<file path="config.mk">
export PLATFORM = sky130hd
export DESIGN_NAME = pwm_cfg_sched
export DESIGN_NICKNAME = d
export VERILOG_FILES = /design/src/rtl/pwm_pkg.sv /design/src/rtl/pwm_cfg_alu.sv /design/src/rtl/pwm_cfg_sched.sv
export SDC_FILE = /design/constraint.sdc
export NUM_CORES = 1
export LEC_CHECK = 0
export ABC_AREA = 1
export CAP_MARGIN = 20
export CORE_UTILIZATION = 41
export CTS_BUF_LIST = sky130_fd_sc_hd__clkbuf_4
export DETAILED_ROUTE_END_ITERATION = 8
export PLACE_DENSITY_LB_ADDON = 0.1
export SLEW_MARGIN = 40
export SYNTH_ARGS = -nofsm -noshare
export SYNTH_HDL_FRONTEND = slang
export SYNTH_SLANG_ARGS = --single-unit
export TNS_END_PERCENT = 10
</file>
<file path="constraint.sdc">
create_clock -name clk_400 -period 3.6 [get_ports clk_400]
set_input_delay 0.9 -clock clk_400 [delete_from_list [all_inputs] [get_ports clk_400]]
set_output_delay 0.9 -clock clk_400 [all_outputs]
set_load 0.1 [all_outputs]
</file>
<file path="src/rtl/pwm_pkg.sv">
// Shared constants and state type for the PWM configuration scheduler.
package pwm_pkg;

   localparam int             T_W       = 24;
   localparam logic [T_W-1:0] T_RST     = 24'd400;
   localparam logic [T_W-1:0] T_MIN     = 24'd64;
   localparam logic [T_W-1:0] T_MAX     = {T_W{1'b1}};
   localparam logic [4:0]     SCALE_MAX = 5'd16;
   localparam logic [7:0]     DEAD_RST  = 8'd16;

   typedef enum logic {
      IDLE    = 1'b0,
      PENDING = 1'b1
   } state_t;

endpackage

</file>
<file path="src/rtl/pwm_cfg_alu.sv">
// Combinational button decode: clamped T add/sub and saturating scale shift.
module pwm_cfg_alu
   import pwm_pkg::*;
(
   input  logic [T_W-1:0] t_cur,
   input  logic [4:0]     scale_cur,
   input  logic [3:0]     btn,
   output logic [T_W-1:0] t_nxt,
   output logic [4:0]     scale_nxt
);

   // One guard bit above T_W catches both borrow and carry-out.
   function automatic logic [T_W-1:0] sat_sub(input logic [T_W-1:0] a, input logic [4:0] s);
      logic [T_W:0] d;
      d = {1'b0, a} - {{(T_W-4){1'b0}}, s};
      if (d[T_W] || (d[T_W-1:0] < T_MIN)) return T_MIN;
      return d[T_W-1:0];
   endfunction

   function automatic logic [T_W-1:0] sat_add(input logic [T_W-1:0] a, input logic [4:0] s);
      logic [T_W:0] d;
      d = {1'b0, a} + {{(T_W-4){1'b0}}, s};
      if (d > {1'b0, T_MAX}) return T_MAX;
      return d[T_W-1:0];
   endfunction

   function automatic logic [4:0] sat_shl(input logic [4:0] s);
      if (s >= SCALE_MAX) return SCALE_MAX;
      return {s[3:0], 1'b0};
   endfunction

   function automatic logic [4:0] sat_shr(input logic [4:0] s);
      if (s <= 5'd1) return 5'd1;
      return {1'b0, s[4:1]};
   endfunction

   // Lowest set bit wins; the rest of the pulse vector is dropped.
   always_comb begin
      t_nxt     = t_cur;
      scale_nxt = scale_cur;
      if (btn[0])      t_nxt     = sat_sub(t_cur, scale_cur);
      else if (btn[1]) t_nxt     = sat_add(t_cur, scale_cur);
      else if (btn[2]) scale_nxt = sat_shl(scale_cur);
      else if (btn[3]) scale_nxt = sat_shr(scale_cur);
   end

endmodule

</file>
<file path="src/rtl/pwm_cfg_sched.sv">
// Shadows T/scale updates from buttons and commits T to the PWM generator only
// at a period boundary, or on watchdog expiry if boundaries stop arriving.
module pwm_cfg_sched
   import pwm_pkg::*;
#(
   parameter int unsigned WDOG_CYC = 32'd1 << 20
) (
   input  logic           clk_400,
   input  logic           rst,
   input  logic [3:0]     btn_rise,
   input  logic           period_end,
   output logic [T_W-1:0] t_active,
   output logic [7:0]     dead_active,
   output logic [4:0]     scale,
   output logic           pending,
   output logic           cfg_update,
   output logic           forced
);

   localparam int             WDOG_W    = (WDOG_CYC > 1) ? $clog2(WDOG_CYC) : 1;
   localparam logic [WDOG_W-1:0] WDOG_LAST = WDOG_W'(WDOG_CYC - 1);

   state_t            state, state_nxt;
   logic [T_W-1:0]    t_shadow, t_alu, t_commit_val;
   logic [4:0]        scale_alu;
   logic [WDOG_W-1:0] wdog;
   logic              wdog_hit, commit;

   pwm_cfg_alu u_alu (
      .t_cur     (t_shadow),
      .scale_cur (scale),
      .btn       (btn_rise),
      .t_nxt     (t_alu),
      .scale_nxt (scale_alu)
   );

   assign dead_active = DEAD_RST;
   assign wdog_hit    = (wdog == WDOG_LAST);

   always_ff @(posedge clk_400 or posedge rst) begin
      if (rst) state <= IDLE;
      else     state <= state_nxt;
   end

   // Compare the post-button shadow with whatever t_active will hold next:
   // this covers entry, return-to-committed-value and button-during-commit.
   always_comb begin
      t_commit_val = commit ? t_shadow : t_active;
      state_nxt    = (t_alu != t_commit_val) ? PENDING : IDLE;
   end

   always_comb begin
      pending = (state == PENDING);
      commit  = pending && (period_end || wdog_hit);
   end

   always_ff @(posedge clk_400 or posedge rst) begin
      if (rst) begin
         t_shadow   <= T_RST;
         t_active   <= T_RST;
         scale      <= 5'd1;
         cfg_update <= 1'b0;
         forced     <= 1'b0;
         wdog       <= '0;
      end else begin
         t_shadow   <= t_alu;
         scale      <= scale_alu;
         cfg_update <= commit;
         if (commit) t_active <= t_shadow;
         if (pending && wdog_hit) forced <= 1'b1;
         if (commit || (state == IDLE && state_nxt == PENDING)) wdog <= '0;
         else if (pending)                                      wdog <= wdog + 1'b1;
      end
   end

endmodule

</file>
==> results of run 1 <==
==> cell usage after synthesis, types with 4 or more instances <==
master    number
buf_2         13
nand2_1      274
nand4_1       27
ha_1          11
a21oi_1        7
buf_4         14
or2_2         20
nor2_4         4
nand2_2        5
xnor2_1        8
nand3_2        9
nor2_2         9
a41oi_1       13
buf_6          7
nand3_1       93
xor2_1        22
o21ai_1       17
inv_2         26
o21ai_0       11
dfstp_2        7
nor2_1       103
nand3b_1       6
inv_1        103
nor3_1         7
clkinv_1       5
dfrtp_1       69
clkbuf_1      10
o21ai_2       17
==> worst max-delay path by stage <==
stage,startpoint,end,slack (ns),cells after the start
2_1_floorplan,scale[0],wdog[11],0.006,20
3_5_place_dp,scale[0],wdog[15],-0.17,23
4_1_cts,scale[0],wdog[15],-0.02,24
6_report,scale[0],wdog[14],-0.03,24
3_3_place_gp,scale[0],wdog[3],-0.17,23
5_1_grt,scale[0],wdog[11],-0.19,23
==> state kept, by name, indices dropped and copies added (netlist names) <==
signal,flops
t_active,24
t_shadow,24
wdog,20
scale,5
cfg_update,1
forced,1
pending,1
==> worst max-delay path, delay by kind of cell (launching register included) <==
family                     cells  cell delay [ns]
adders and majority gates      2             0.53
AOI/OAI and AO/OA              5             0.61
buffers and inverters          5             0.62
DFF                            1             0.59
and+or+nand+nor               12             1.19
==> area by class of cell <==
class,count,share of cell area [%]
Antenna cell,2,0.0606
Clock buffer,9,0.818
Clock inverter,7,1.09
Inverter,135,6.16
Multi-Input combinational cell,694,48.9
Sequential cell,76,23.2
Tap cell,184,2.79
Timing Repair Buffer,158,17.0
==> repair_timing <==
| item | in CTS | in global routing |
|---|---|---|
| setup buffers | 12 | 7 |
| endpoints found under the setup margin | 21 | 21 |
| resized for setup | 46 | 92 |
| pin swaps | 25 | 64 |
| cloned | 4 | 1 |
==> power by group <==
part           internal, uW  switching, uW  total (uW)
sequential             1110            279        1390
combinational          1780           3240        5020
clock                   279            340         619
==> logic make-up after synthesis <==
logic type / share of synthesized area (%)
and+or+nand+nor: 41.1
buffers and inverters: 12.8
DFF: 30.6
AOI/OAI and AO/OA: 8.31
xor gates and xnor gates: 4.20
adders and majority gates: 2.84
other: 0.120
==> through the flow <==
stage          cells  worst slack [ns]  hold WS [ns]  power [uW]
6_report        1265           -0.0278         0.484        7020
5_1_grt         1265            -0.194         0.506        7500
4_1_cts         1256           -0.0176         0.491        6610
3_5_place_dp    1224            -0.171         0.458        5740
3_3_place_gp    1224            -0.171         0.463        5750
2_1_floorplan    951           0.00647         0.478        4270
==> per-layer routing <==
| layer | global-route usage, % | vias to the layer above | share of wire (%) |
|---|---|---|---|
| met5 | 0 | - | 0 |
| met3 | 5.56 | 44 | 5.9 |
| met1 | 35.8 | 3077 | 45 |
| met4 | 10.3 | 0 | 3.2 |
| li1 | - | 3248 | - |
| met2 | 42.6 | 187 | 46 |
==> run summary, run 1 <==
Synth async-reset ratio = 100%
Synth area leader = dfrtp_1
core area = 14,700 sq um
vias in the first global route = 6,215
filler cell count = 1,419
pins over their slew limit = 0
placed wire-length estimate = 15,400 um
Max VDD drop = 0.000546 V
WL final = 20,600 um
# IOs = 47
post-route core utilization = 56.2%
reg2reg start = scale[0]
Reg2Reg Setup Slack = -0.03 ns
Final Cycle Share = 101%
Post-synth EDFFs = 0
GPL Wtd Cong = 0.963
via/cell ratio = 5.18
FF-to-FF path depth = 24
first-pass GRT wire length = 32,800 um
violated checks = design-rule violations, negative setup slack
CTS Hold Bufs = 0
Yosys cell types = 43
routed len/inst = 16.3 um
Mapped Area = 6250 sq um
die area = 15,700 sq um
CP arrival = 4.04 ns
power per cell area = 850 nW/um^2
TNS Setup = -0.171 ns
DRT Pass-1 Iters = 7
Storage cell area = 1920 sq um
hold endpoint = forced
total track usage = 26.9%
min-delay worst type = flip-flop to flip-flop
Seq/Total Area, Yosys = 30.6%
Synth area leaders = dfrtp_1 (28%), nand2_1 (16%), nand3_1 (7.4%), inv_1 (6.2%), nor2_1 (6.2%)
crit end category = flip-flop
placed inst area = 7330 sq um
most frequently used flop master after synthesis = dfrtp_1
CTS HTree Levels = 3
minimum clock period = 3.63 ns
Site Rows = 44
grt total ovfl = 0
setup violators final = 11
leading cell types in the layout, fill and taps excluded = nand2_1 (239), buf_4 (131), inv_1 (94), nor2_1 (86), nand3_1 (67)
Slew headroom = 56.3%
Post-Synthesis Cells = 945
Worst path max stage delay = 0.59 ns
Static Leak = 0.00403 uW
cell area after layout = 8260 sq um
Worst Setup Start Kind = flip-flop
initial antenna violation count = 1
reg2reg end = wdog[14]
synthesis warning total = 0
DR vias = 6,556
worst-path cell chain = ha_4, inv_2, fa_2, o21ai_2, o21ai_2, o21ai_2, nand2_2, nor2_4, nand3_4, buf_8, buf_6, a21oi_2, o21ai_2, nand2_2, nand2_2, nand2_4, nand3_2, nor2_2, nand2_2, nor2_4, buf_12, buf_12, nand3_2, nand2_1
Area Growth Syn to Fin = 32.2%
Yosys top cell area share = 27.6%
register bit total from synthesis = 76
f_max = 276 MHz
Clk Latency, worst-skew pair = 0.48 ns
Worst Max-Slew Pin Slew = 0.654 ns
CTS root buf = clkbuf_4
worst hold stages = 1
chip width = 125 um
most frequent standard cell in the layout excluding fill and tap cells = nand2_1
I/O Buffers = 38
Nets = 1,094
Final Skew = 0.0177 ns
area occupied by multi-input gates = 4040 sq um
endpoints failing hold = 0
Die Ht = 125 um
syn_area_per_cell = 6.61 sq um
RSZ-0062 raised after global routing = yes
final worst slack = -0.0278 ns
initial DRC count = 537
HP Start = forced
result of the run = finished, violations left
clock-pin slew on the worst setup and hold paths = 0.14 ns
CTS tree = built
Slowest-stage cell, CP = dfstp_2
Remaining DRCs = 6
worst-case clock buffer depth = 2
layout cells sized above 1 = 36.0%
max-cap violation count = 0
worst-path fanout max = 6
Req. time, crit path = 4.02 ns
WS Path Type = flip-flop to flip-flop
CTS Buf Count = 9
largest net degree at the start of global routing = 70
Starting Density = 42.5%
clock sinks = 76
Routed Antenna Nets = 0
Power figures use the tool's default switching activity.
==> run 2: changes to the inputs <==
--- a/config.mk
+++ b/config.mk
@@ -11,7 +11,7 @@
 export CTS_BUF_LIST = sky130_fd_sc_hd__clkbuf_4
 export DETAILED_ROUTE_END_ITERATION = 8
 export PLACE_DENSITY_LB_ADDON = 0.1
-export SLEW_MARGIN = 40
+export SLEW_MARGIN = 15
 export SYNTH_ARGS = -nofsm -noshare
 export SYNTH_HDL_FRONTEND = slang
 export SYNTH_SLANG_ARGS = --single-unit
==> run 2 against run 1 <==
Compared with the run above: the run still ends with design-rule violations, negative setup slack left; register-to-register slack is essentially flat; critical path depth shrank 2; combinational power shrank 6.2%; total power shrank 4.3%; critical endpoint is now wdog[6]; highest routed layer unchanged; wire length shrank 2.7%; final cell count shrank 0.55%; core utilization shrank 1.9 points; setup slack lost 0.0044 ns.
==> run summary, run 2 (same netlist as run 1, synthesis figures left out) <==
result of the run = finished, violations left
violated checks = design-rule violations, negative setup slack
first-pass GRT wire length = 32,600 um
layout cells sized above 1 = 31.1%
WL final = 20,000 um
f_max = 275 MHz
filler cell count = 1,475
Remaining DRCs = 6
CTS HTree Levels = 3
Most common cell on crit path = nand2_2
Gate power share = 70.1%
Slew headroom = 35.1%
Worst Max-Slew Pin Slew = 0.971 ns
Setup WS pre-CTS = -0.173 ns
sequential share of power = 20.5%
Worst path max stage delay = 0.59 ns
DR vias = 6,410
clock sinks = 76
DRT Pass-1 Iters = 8
largest net degree at the start of global routing = 70
# placed instances = 1,224
Clk Latency, worst-skew pair = 0.47 ns
CTS root buf = clkbuf_4
Worst Setup Start Kind = flip-flop
I/O Buffers = 38
worst-case clock buffer depth = 2
leading cell types in the layout, fill and taps excluded = nand2_1 (253), buf_4 (128), inv_1 (97), nor2_1 (89), nand3_1 (83)
core area = 14,700 sq um
GRT met1 Usage = 36.6%
die area = 15,700 sq um
met3 usage = 3.51%
Most Crowded Layer GR = met2
via/cell ratio = 5.10
min-delay worst type = flip-flop to flip-flop
final worst slack = -0.0322 ns
Req. time, crit path = 4.02 ns
# IOs = 47
Non-Filler Instances = 1,258
CTS Buf Count = 9
total track usage = 26.6%
RSZ-0062 raised after global routing = yes
P_int = 3030 uW
clock-pin slew on the worst setup and hold paths = 0.14 ns
minimum clock period = 3.63 ns
grt total ovfl = 0
max-cap violation count = 0
placed inst area = 7340 sq um
worst-path cell chain = ha_4, inv_2, fa_2, o21ai_2, o21ai_2, o21ai_1, nand2_1, nor2_2, nand3_2, buf_8, a41oi_1, nand2_2, nand2_2, nand2_1, nor2_4, nand2_2, nor2_4, nand2_2, nor2_4, bufbuf_16, nand3_1, nand2_1
crit end category = flip-flop
most frequent standard cell in the layout excluding fill and tap cells = nand2_1
cell area after layout = 7980 sq um
placed wire-length estimate = 15,300 um
Die Ht = 125 um
Final Skew = 0.0154 ns
CTS Hold Bufs = 0
clock network power share = 9.3%
Nets = 1,088
initial DRC count = 460
setup violators final = 15
NetSw = 3690 uW
TNS Setup = -0.263 ns
Starting Density = 42.5%
GPL Wtd Cong = 0.963
top flop regs = t_active x24, t_shadow x24, wdog x20
CTS tree = built
Area Growth Syn to Fin = 27.7%
Static Leak = 0.00394 uW
Site Rows = 44
WS Path Type = flip-flop to flip-flop
initial antenna violation count = 1
chip width = 125 um
worst-path fanout max = 8
CP arrival = 4.05 ns
Max VDD drop = 0.000518 V
routed len/inst = 15.9 um
Routed Antenna Nets = 0
Slowest-stage cell, CP = dfstp_2
met2 usage = 42.7%
vias in the first global route = 6,127
Final Cycle Share = 101%
switch share = 54.9%
endpoints failing hold = 0
pins over their slew limit = 0
power per cell area = 842 nW/um^2
run 2: cell count changes in the layout (fill, tap and decap cells not counted), sizes merged:
cell	before	now
clkdlybuf4s50	6	8
buf	151	141
diode	2	1
bufbuf	0	1
clkinv	9	8
clkbuf	10	12
run 2: metrics by stage:
stage                     total power [uW]  utilization, %  hold slack [ns]
after floorplan                       4270               -            0.478
after global placement                5750            49.9            0.463
after detailed placement              5750            49.9            0.461
after CTS                             6530            52.5            0.494
after global routing                  7230            54.3            0.526
final                                 6720            54.3            0.490
run 2: layer usage:
metal  wire length, um  vias to the layer above  share of wire, %
li1                  -                     3236                 -
met4               613                        0               3.1
met2              9170                      147                46
met1              9380                     2996                47
met5                 0                        -                 0
met3               888                       31               4.4
run 2: worst paths after layout:
kind                          start           to  slack, ns  cells past startpoint
setup / recovery           scale[0]      wdog[6]      -0.03                     22
hold / removal               forced       forced       0.49                      1
setup reg to reg           scale[0]      wdog[6]      -0.03                     22
hold reg to reg              forced       forced       0.49                      1
max in group asynchronous       rst  t_active[8]       2.32                      3
min in group asynchronous       rst  t_shadow[2]       0.63                      2
run 2: critical path: cells and delay by family (launching register included):
kind	cells	cell delay (ns)
compound gates	4	0.58
fa+ha+maj	2	0.49
buf+inv	3	0.48
flops	1	0.59
simple gates	13	1.41
run 2: final cells by class:
type                            count  area (sq um)  share of cell area [%]
Multi-Input combinational cell    694          3810                    47.7
Clock inverter                      6          88.8                    1.11
Timing Repair Buffer              152          1360                    17.0
Sequential cell                    76          1920                    24.0
Inverter                          135           509                    6.38
Clock buffer                       10          75.1                   0.940
Antenna cell                        1          2.50                  0.0313
Tap cell                          184           230                    2.88
run 2: timing repair:
action | in CTS | in global routing
setup buffers | 9 | 4
endpoints found under the hold margin | 0 | 0
gates cloned | 2 | 2
pin swaps | 8 | 17
resized for setup | 24 | 58
setup endpoints to repair | 21 | 21
run 2: power by group through the flow:
| stage | combinational [uW] | clock (uW) | sequential (uW) |
|---|---|---|---|
| detailed placement | 4350 | 0 | 1390 |
| global route | 5140 | 676 | 1410 |
| floorplan | 2180 | 0 | 2090 |
| global placement | 4360 | 0 | 1390 |
| finish | 4710 | 627 | 1380 |
| CTS | 4510 | 648 | 1380 |
==> run 3: changes to the inputs <==
--- a/config.mk
+++ b/config.mk
@@ -9,6 +9,7 @@
 export CAP_MARGIN = 20
 export CORE_UTILIZATION = 41
 export CTS_BUF_LIST = sky130_fd_sc_hd__clkbuf_4
+export CTS_CLUSTER_SIZE = 25
 export DETAILED_ROUTE_END_ITERATION = 8
 export PLACE_DENSITY_LB_ADDON = 0.1
 export SLEW_MARGIN = 15
==> results of run 3 <==
Same layout as run 2: the final DEF is identical, and so are final timing and power.
